`src/rtl/fifo_pkg.sv`:
```
// Shared constants and FSM state encoding for the FIFO pointer/flag controller.
package fifo_pkg;

  localparam int unsigned DEF_ADDR_WIDTH = 8;
  localparam int unsigned DEF_DATA_WIDTH = 8;

  typedef enum logic [1:0] {
    ST_EMPTY  = 2'd0,
    ST_ACTIVE = 2'd1,
    ST_FULL   = 2'd2
  } fifo_state_e;

endpackage

```
`src/rtl/fifo_if.sv`:
```
// Request/status bundle between a FIFO user (master) and fifo_ctrl (slave).
interface fifo_if
  import fifo_pkg::*;
#(
  parameter int unsigned ADDR_WIDTH = DEF_ADDR_WIDTH
);

  logic                  push;
  logic                  pop;
  logic                  wr_en;
  logic                  rd_en;
  logic [ADDR_WIDTH-1:0] wr_ptr;
  logic [ADDR_WIDTH-1:0] rd_ptr;
  logic                  data_valid;
  logic [ADDR_WIDTH:0]   count;
  logic                  fifo_full;
  logic                  fifo_empty;
  logic                  almost_full;
  logic                  almost_empty;
  logic                  fifo_error;

  modport master (
    output push, pop,
    input  wr_en, rd_en, wr_ptr, rd_ptr, data_valid, count,
           fifo_full, fifo_empty, almost_full, almost_empty, fifo_error
  );

  modport slave (
    input  push, pop,
    output wr_en, rd_en, wr_ptr, rd_ptr, data_valid, count,
           fifo_full, fifo_empty, almost_full, almost_empty, fifo_error
  );

endinterface

```
`src/rtl/fifo_ptr.sv`:
```
// Wrapping ADDR_WIDTH-bit pointer with enable and synchronous reset.
module fifo_ptr
  import fifo_pkg::*;
#(
  parameter int unsigned ADDR_WIDTH = DEF_ADDR_WIDTH
) (
  input  logic                  clk,
  input  logic                  reset,
  input  logic                  i_en,
  output logic [ADDR_WIDTH-1:0] o_ptr
);

  always_ff @(posedge clk) begin
    if (reset) begin
      o_ptr <= '0;
    end else if (i_en) begin
      o_ptr <= o_ptr + ADDR_WIDTH'(1);
    end
  end

endmodule

```
`src/rtl/fifo_ctrl.sv`:
```
// FIFO pointer/flag controller: accepts push/pop, drives memory strobes and tracks occupancy.
// Define FIFO_ERROR_EN to build the sticky overflow/underflow register behind fifo_error.
module fifo_ctrl
  import fifo_pkg::*;
#(
  parameter int unsigned ADDR_WIDTH = DEF_ADDR_WIDTH,
  parameter int unsigned AF_THRESH  = 2**ADDR_WIDTH - 2,
  parameter int unsigned AE_THRESH  = 2
) (
  input logic   clk,
  input logic   reset,
  fifo_if.slave bus
);

  localparam int unsigned DEPTH = 2**ADDR_WIDTH;
  localparam int unsigned CW    = ADDR_WIDTH + 1;

  logic [CW-1:0]         r_count;
  logic                  r_data_valid;
  fifo_state_e           r_state;
  logic                  w_wr_en;
  logic                  w_rd_en;
  logic                  w_full;
  logic                  w_empty;
  logic [ADDR_WIDTH-1:0] w_wr_ptr;
  logic [ADDR_WIDTH-1:0] w_rd_ptr;

  assign w_full  = (r_count == CW'(DEPTH));
  assign w_empty = (r_count == '0);

  // Acceptance uses this cycle's flags, so simultaneous push/pop never reads through.
  assign w_wr_en = bus.push & ~w_full  & ~reset;
  assign w_rd_en = bus.pop  & ~w_empty & ~reset;

  fifo_ptr #(.ADDR_WIDTH(ADDR_WIDTH)) u_wr_ptr (
    .clk   (clk),
    .reset (reset),
    .i_en  (w_wr_en),
    .o_ptr (w_wr_ptr)
  );

  fifo_ptr #(.ADDR_WIDTH(ADDR_WIDTH)) u_rd_ptr (
    .clk   (clk),
    .reset (reset),
    .i_en  (w_rd_en),
    .o_ptr (w_rd_ptr)
  );

  // Occupancy, read-data alignment and state tracking.
  always_ff @(posedge clk) begin
    if (reset) begin
      r_count      <= '0;
      r_data_valid <= 1'b0;
      r_state      <= ST_EMPTY;
    end else begin
      r_data_valid <= w_rd_en;
      if (w_wr_en && !w_rd_en) begin
        r_count <= r_count + CW'(1);
      end else if (w_rd_en && !w_wr_en) begin
        r_count <= r_count - CW'(1);
      end
      case (r_state)
        ST_EMPTY: begin
          if (w_wr_en) r_state <= (DEPTH == 1) ? ST_FULL : ST_ACTIVE;
        end
        ST_ACTIVE: begin
          if (w_wr_en && !w_rd_en && r_count == CW'(DEPTH - 1)) begin
            r_state <= ST_FULL;
          end else if (w_rd_en && !w_wr_en && r_count == CW'(1)) begin
            r_state <= ST_EMPTY;
          end
        end
        ST_FULL: begin
          if (w_rd_en) r_state <= ST_ACTIVE;
        end
        default: r_state <= ST_EMPTY;
      endcase
    end
  end

`ifdef FIFO_ERROR_EN
  logic r_error;

  // Sticky until reset; set by any request rejected on a flag.
  always_ff @(posedge clk) begin
    if (reset) begin
      r_error <= 1'b0;
    end else if ((bus.push && w_full) || (bus.pop && w_empty)) begin
      r_error <= 1'b1;
    end
  end

  assign bus.fifo_error = r_error;
`else
  assign bus.fifo_error = 1'b0;
`endif

  assign bus.wr_en        = w_wr_en;
  assign bus.rd_en        = w_rd_en;
  assign bus.wr_ptr       = w_wr_ptr;
  assign bus.rd_ptr       = w_rd_ptr;
  assign bus.data_valid   = r_data_valid;
  assign bus.count        = r_count;
  assign bus.fifo_full    = w_full;
  assign bus.fifo_empty   = w_empty;
  assign bus.almost_full  = (r_count >= CW'(AF_THRESH));
  assign bus.almost_empty = (r_count <= CW'(AE_THRESH));

endmodule
```
`src/flat_wrapper.sv`:
```
// flat-port wrapper written by rule: the top's interface ports become plain ports
module fifo_ctrl_flat import fifo_pkg::*;
#(
  parameter int unsigned ADDR_WIDTH = DEF_ADDR_WIDTH,
  parameter int unsigned AF_THRESH  = 2**ADDR_WIDTH - 2,
  parameter int unsigned AE_THRESH  = 2
)
  (clk, reset, bus_push, bus_pop, bus_wr_en, bus_rd_en, bus_wr_ptr, bus_rd_ptr, bus_data_valid, bus_count, bus_fifo_full, bus_fifo_empty, bus_almost_full, bus_almost_empty, bus_fifo_error);
  fifo_if #(.ADDR_WIDTH(ADDR_WIDTH)) bus_i ();
  input logic clk;
  input logic reset;
  input wire logic [$bits(bus_i.push)-1:0] bus_push;
  input wire logic [$bits(bus_i.pop)-1:0] bus_pop;
  output wire logic [$bits(bus_i.wr_en)-1:0] bus_wr_en;
  output wire logic [$bits(bus_i.rd_en)-1:0] bus_rd_en;
  output wire logic [$bits(bus_i.wr_ptr)-1:0] bus_wr_ptr;
  output wire logic [$bits(bus_i.rd_ptr)-1:0] bus_rd_ptr;
  output wire logic [$bits(bus_i.data_valid)-1:0] bus_data_valid;
  output wire logic [$bits(bus_i.count)-1:0] bus_count;
  output wire logic [$bits(bus_i.fifo_full)-1:0] bus_fifo_full;
  output wire logic [$bits(bus_i.fifo_empty)-1:0] bus_fifo_empty;
  output wire logic [$bits(bus_i.almost_full)-1:0] bus_almost_full;
  output wire logic [$bits(bus_i.almost_empty)-1:0] bus_almost_empty;
  output wire logic [$bits(bus_i.fifo_error)-1:0] bus_fifo_error;
  assign bus_i.push = bus_push;
  assign bus_i.pop = bus_pop;
  assign bus_wr_en = bus_i.wr_en;
  assign bus_rd_en = bus_i.rd_en;
  assign bus_wr_ptr = bus_i.wr_ptr;
  assign bus_rd_ptr = bus_i.rd_ptr;
  assign bus_data_valid = bus_i.data_valid;
  assign bus_count = bus_i.count;
  assign bus_fifo_full = bus_i.fifo_full;
  assign bus_fifo_empty = bus_i.fifo_empty;
  assign bus_almost_full = bus_i.almost_full;
  assign bus_almost_empty = bus_i.almost_empty;
  assign bus_fifo_error = bus_i.fifo_error;
  fifo_ctrl #(.ADDR_WIDTH(ADDR_WIDTH), .AF_THRESH(AF_THRESH), .AE_THRESH(AE_THRESH)) u_core (.clk(clk), .reset(reset), .bus(bus_i));
endmodule
```
`config.mk`:
```
export PLATFORM = sky130hd
export DESIGN_NAME = fifo_ctrl_flat
export DESIGN_NICKNAME = d
export VERILOG_FILES = /design/src/rtl/fifo_pkg.sv /design/src/rtl/fifo_if.sv /design/src/rtl/fifo_ptr.sv /design/src/rtl/fifo_ctrl.sv /design/src/flat_wrapper.sv
export SDC_FILE = /design/constraint.sdc
export NUM_CORES = 1
export LEC_CHECK = 0
export BUFFER_PORTS_ARGS = -buffer_cell sky130_fd_sc_hd__buf_2
export CORE_AREA = 2 2 57 59
export CTS_BUF_LIST = sky130_fd_sc_hd__clkbuf_8 sky130_fd_sc_hd__clkbuf_16
export CTS_CLUSTER_SIZE = 12
export DETAILED_ROUTE_END_ITERATION = 8
export DIE_AREA = 0 0 59 61
export MAX_ROUTING_LAYER = met4
export PLACE_DENSITY = 0.76
export SYNTH_ARGS = -nofsm -noshare
export SYNTH_HDL_FRONTEND = slang
export SYNTH_SLANG_ARGS = --single-unit
```
`constraint.sdc`:
```
create_clock -name clk -period 3.9 [get_ports clk]
set_clock_uncertainty 0.15 [all_clocks]
set_input_delay 0.39 -clock clk [delete_from_list [all_inputs] [get_ports clk]]
set_output_delay 0.39 -clock clk [all_outputs]
set_load 0.01 [all_outputs]
```
==> impl_results.md <==
- Outcome: complete, no violations
- Critical path's largest stage delay: between 600 and 700 ps
- Skew-Pair Late Insertion Delay: ~270 ps
- Hold slack final: 349 ps
- Slowest cell on the critical path: or4_1
- Crit path max fanout: 10
- Top cells by area, synth: dfxtp_1 35%, ha_1 8.4%, nor2_1 6.6%
- Xor/xnor share of the synthesized area: 10.1%
- Max cap viols: 0
- Synthesis-to-layout area growth: 18.1%
- CTS H-tree lvls: 1
- Reg2reg setup slack: about 210 ps
- Nets: 220
- DIE AREA: between 0.003 and 0.004 mm²
- Maximum vdd drop: ~0.00049 V
- Slew Limit Fails: 0
- Unique masters post-synth: 44
- RSZ-0062 raised after global routing: no
- First-pass GRT wire length: about 5600 µm
- Hold Path Stages: 2
- Fmax achieved: 271 MHz
- Avg Cell Area, Syn: 8.71 µm²
- Core area: between 0.002 and 0.003 mm²
- Initial antenna violation count: 0
- CTS Buffer Depth: 2
- Overall Global Routing Usage: around a fifth
- Syn Inst Count: between 150 and 200
- Relative slew slack: between 60% and 70%
- Area occupied by multi-input gates: 886 µm²
- 1st-pass router iterations: 4
- FP Rows: 20
- DR WL/cell: around 14 µm
- Pin count of the biggest net entering global routing: 28
- Vias in the first global route: approximately 1200
- PortBufs: 35
- Hold worst-path end: u_core.u_rd_ptr.o_ptr[1]
- Fraction of registers with async set/reset: 0%
- Num Clock Sinks: 26
- Total gr overflow: 0
- Yosys reg bits: 26
- R2R Path Start: u_core.bus.count[4]
- Worst path cell trace: or4_1 > o311a_2 > ha_1 > inv_2 > ha_1 > a21o_1 > a31o_2 > a21o_1 > mux2i_1 > mux2_2
- Root buf cell: clkbuf_8
- Violation count after the first detailed-routing iteration: 74
- Num CTS Buffers: 3
- PwrDens: 755 mW/mm²
- Share of cells above drive strength 1: 25.5%
- Die height: 61 µm
- Setup TNS: 0 ps
- Post-DP HPWL: around 2500 µm
- Crit-path leading delay family: compound AO/OA/AOI/OAI gates
- Post-layout min period: about 3700 ps
- Antenna viol nets, final: 0
- Total Wirelength: between 3000 and 4000 µm
- CTS tree: built
- Vias per cell: approximately 5.6
- Hold WC Path Type: reg -> reg
- Main combinational cell family by area after synthesis: simple AND/OR/NAND/NOR gates
- Commonest cells after routing, fill and taps aside: 35 x buf_2, 26 x nor2_1, 26 x dfxtp_1, 13 x nand2_1, 11 x xor2_1
- Net count after synthesis: about 190
- Cell Area, Synth: roughly 0.0015 mm²
- CP Class: reg -> reg
- Register area: approximately 520 µm²
- Critical path required time: about 4000 ps
- CP arrival: around 3700 ps
- CP bufs+invs: 1
- Antenna cells: 0
- Most used DFF post-synth: dfxtp_1
- DRC: 0
- Clock transition at the registers of the reported paths: ~90 ps
- Synth warnings: 0
- Post-synthesis simple-gate area fraction: a little under a quarter
- Die W: just under 60 µm
- Worst r2r path cells: 10
- Hold Crit Start: u_core.u_rd_ptr.o_ptr[1]
- Least-Margin Pin Slew: about 580 ps
- Yosys top cell area share: 35.1%
- Via count: 1320
- Startpoint types: flip-flop
- Cell taking the most area after synthesis: dfxtp_1
- # setup viols final: 0
- Fill cell count: 277
- Synth Area in Compound Gates: about 13%
- Seq/Total Area, Yosys: a little over a third
- Commonest non-fill, non-tap cell in the layout: buf_2
- Period utilization: 94.6%
- Top-Level Pins: 37
- Post-synth EDFFs: 0
- Synth Area in Adders: approximately 10%
- Final GP Congestion: ~0.84
- Number of hold buffers added after cts: 0
- FF-to-FF End: u_core.bus.count[8]
- Mux share of post-synthesis cell area: 3.46%
- Crit. End Element: flip-flop
- Hold Vio Cnt, Final: 0
- LEAKAGE: between 0.0008 and 0.0009 µW
- Initial Util: 50.2%
==> kinds of logic (layout without fill, tap and decap cells) <==
kind of cell	Yosys count	in the layout
simple gates	67	67
xor+xnor	17	17
mux	5	5
flops	26	26
buf+inv	16	50
other cells	1	1
compound gates	27	27
fa+ha+maj	11	11
==> what timing repair did <==
action	CTS	global route
setup buffers	0	0
endpoints found under the setup margin	0	1
resized for setup	0	1
==> stage by stage <==
stage | cells | utilization (%) | instance area, µm² | setup slack (ps) | power (µW)
2_1_floorplan | 170 | - | 1480 | 398 | 895
3_3_place_gp | 233 | 56.8 | 1680 | 302 | 1070
3_5_place_dp | 233 | 56.8 | 1680 | 181 | 1090
4_1_cts | 237 | 59.2 | 1750 | 126 | 1320
5_1_grt | 237 | 59.2 | 1750 | 52.2 | 1420
6_report | 237 | 59.2 | 1750 | 211 | 1320
==> cells in the mapped netlist, types with 3 or more instances <==
library cell	count
nand2_1	13
dfxtp_1	26
inv_1	7
ha_1	10
mux2i_1	4
o21ai_0	6
nor2_1	26
nand4_1	3
nor3_1	6
nand3_1	5
xnor2_1	6
clkbuf_1	3
a21o_1	4
xor2_1	11
a21oi_1	8
==> worst register-to-register path: stages, from the launching register on <==
cell,delay [ps]
dfxtp_1,360
or4_1,680
o311a_2,490
ha_1,270
inv_2,160
ha_1,320
a21o_1,230
a31o_2,250
a21o_1,160
mux2i_1,170
mux2_2,350
==> layer usage <==
layer,share of wire (%),up-vias,track usage [%],wire length [µm]
li1,-,654,-,-
met1,44,621,23.7,1450
met2,51,41,37.3,1680
met3,4.2,4,3.84,138
met4,0.73,0,3.90,24
met5,0,-,-,0
==> power by group <==
part           total (µW)  internal [µW]  leakage [µW]  switching [µW]
Combinational         706            318      0.000591             388
Clock                 223            137     0.0000357            86.1
Sequential            392            318      0.000212            73.8
==> worst max path at each step <==
stage	startpoint	slack, ps	cells after the start	endpoint
finish	u_core.bus.count[4]	210	10	u_core.bus.count[8]
global route	u_core.bus.count[4]	50	10	u_core.bus.count[8]
CTS	u_core.bus.count[4]	130	10	u_core.bus.count[8]
detailed placement	u_core.bus.count[4]	180	10	u_core.bus.count[8]
global placement	u_core.bus.count[4]	300	10	u_core.bus.count[8]
floorplan	u_core.bus.count[4]	400	12	u_core.bus.count[8]
==> flip-flops by register name, indices dropped and copies added (netlist names) <==
name                   count
u_core.bus.count           9
u_core.u_wr_ptr.o_ptr      8
u_core.u_rd_ptr.o_ptr      8
u_core.bus.data_valid      1
==> layout make-up <==
cell class              instances  share of cell area [%]
multi-input cells             128                    50.6
flip-flops and latches         26                    29.8
repair buffers                 38                    11.3
clock buffers                   3                    2.36
well taps                      33                    2.36
inverters                       8                    1.86
clock inverters                 1                    1.72
Note: power is estimated with default switching activity, not from simulation.
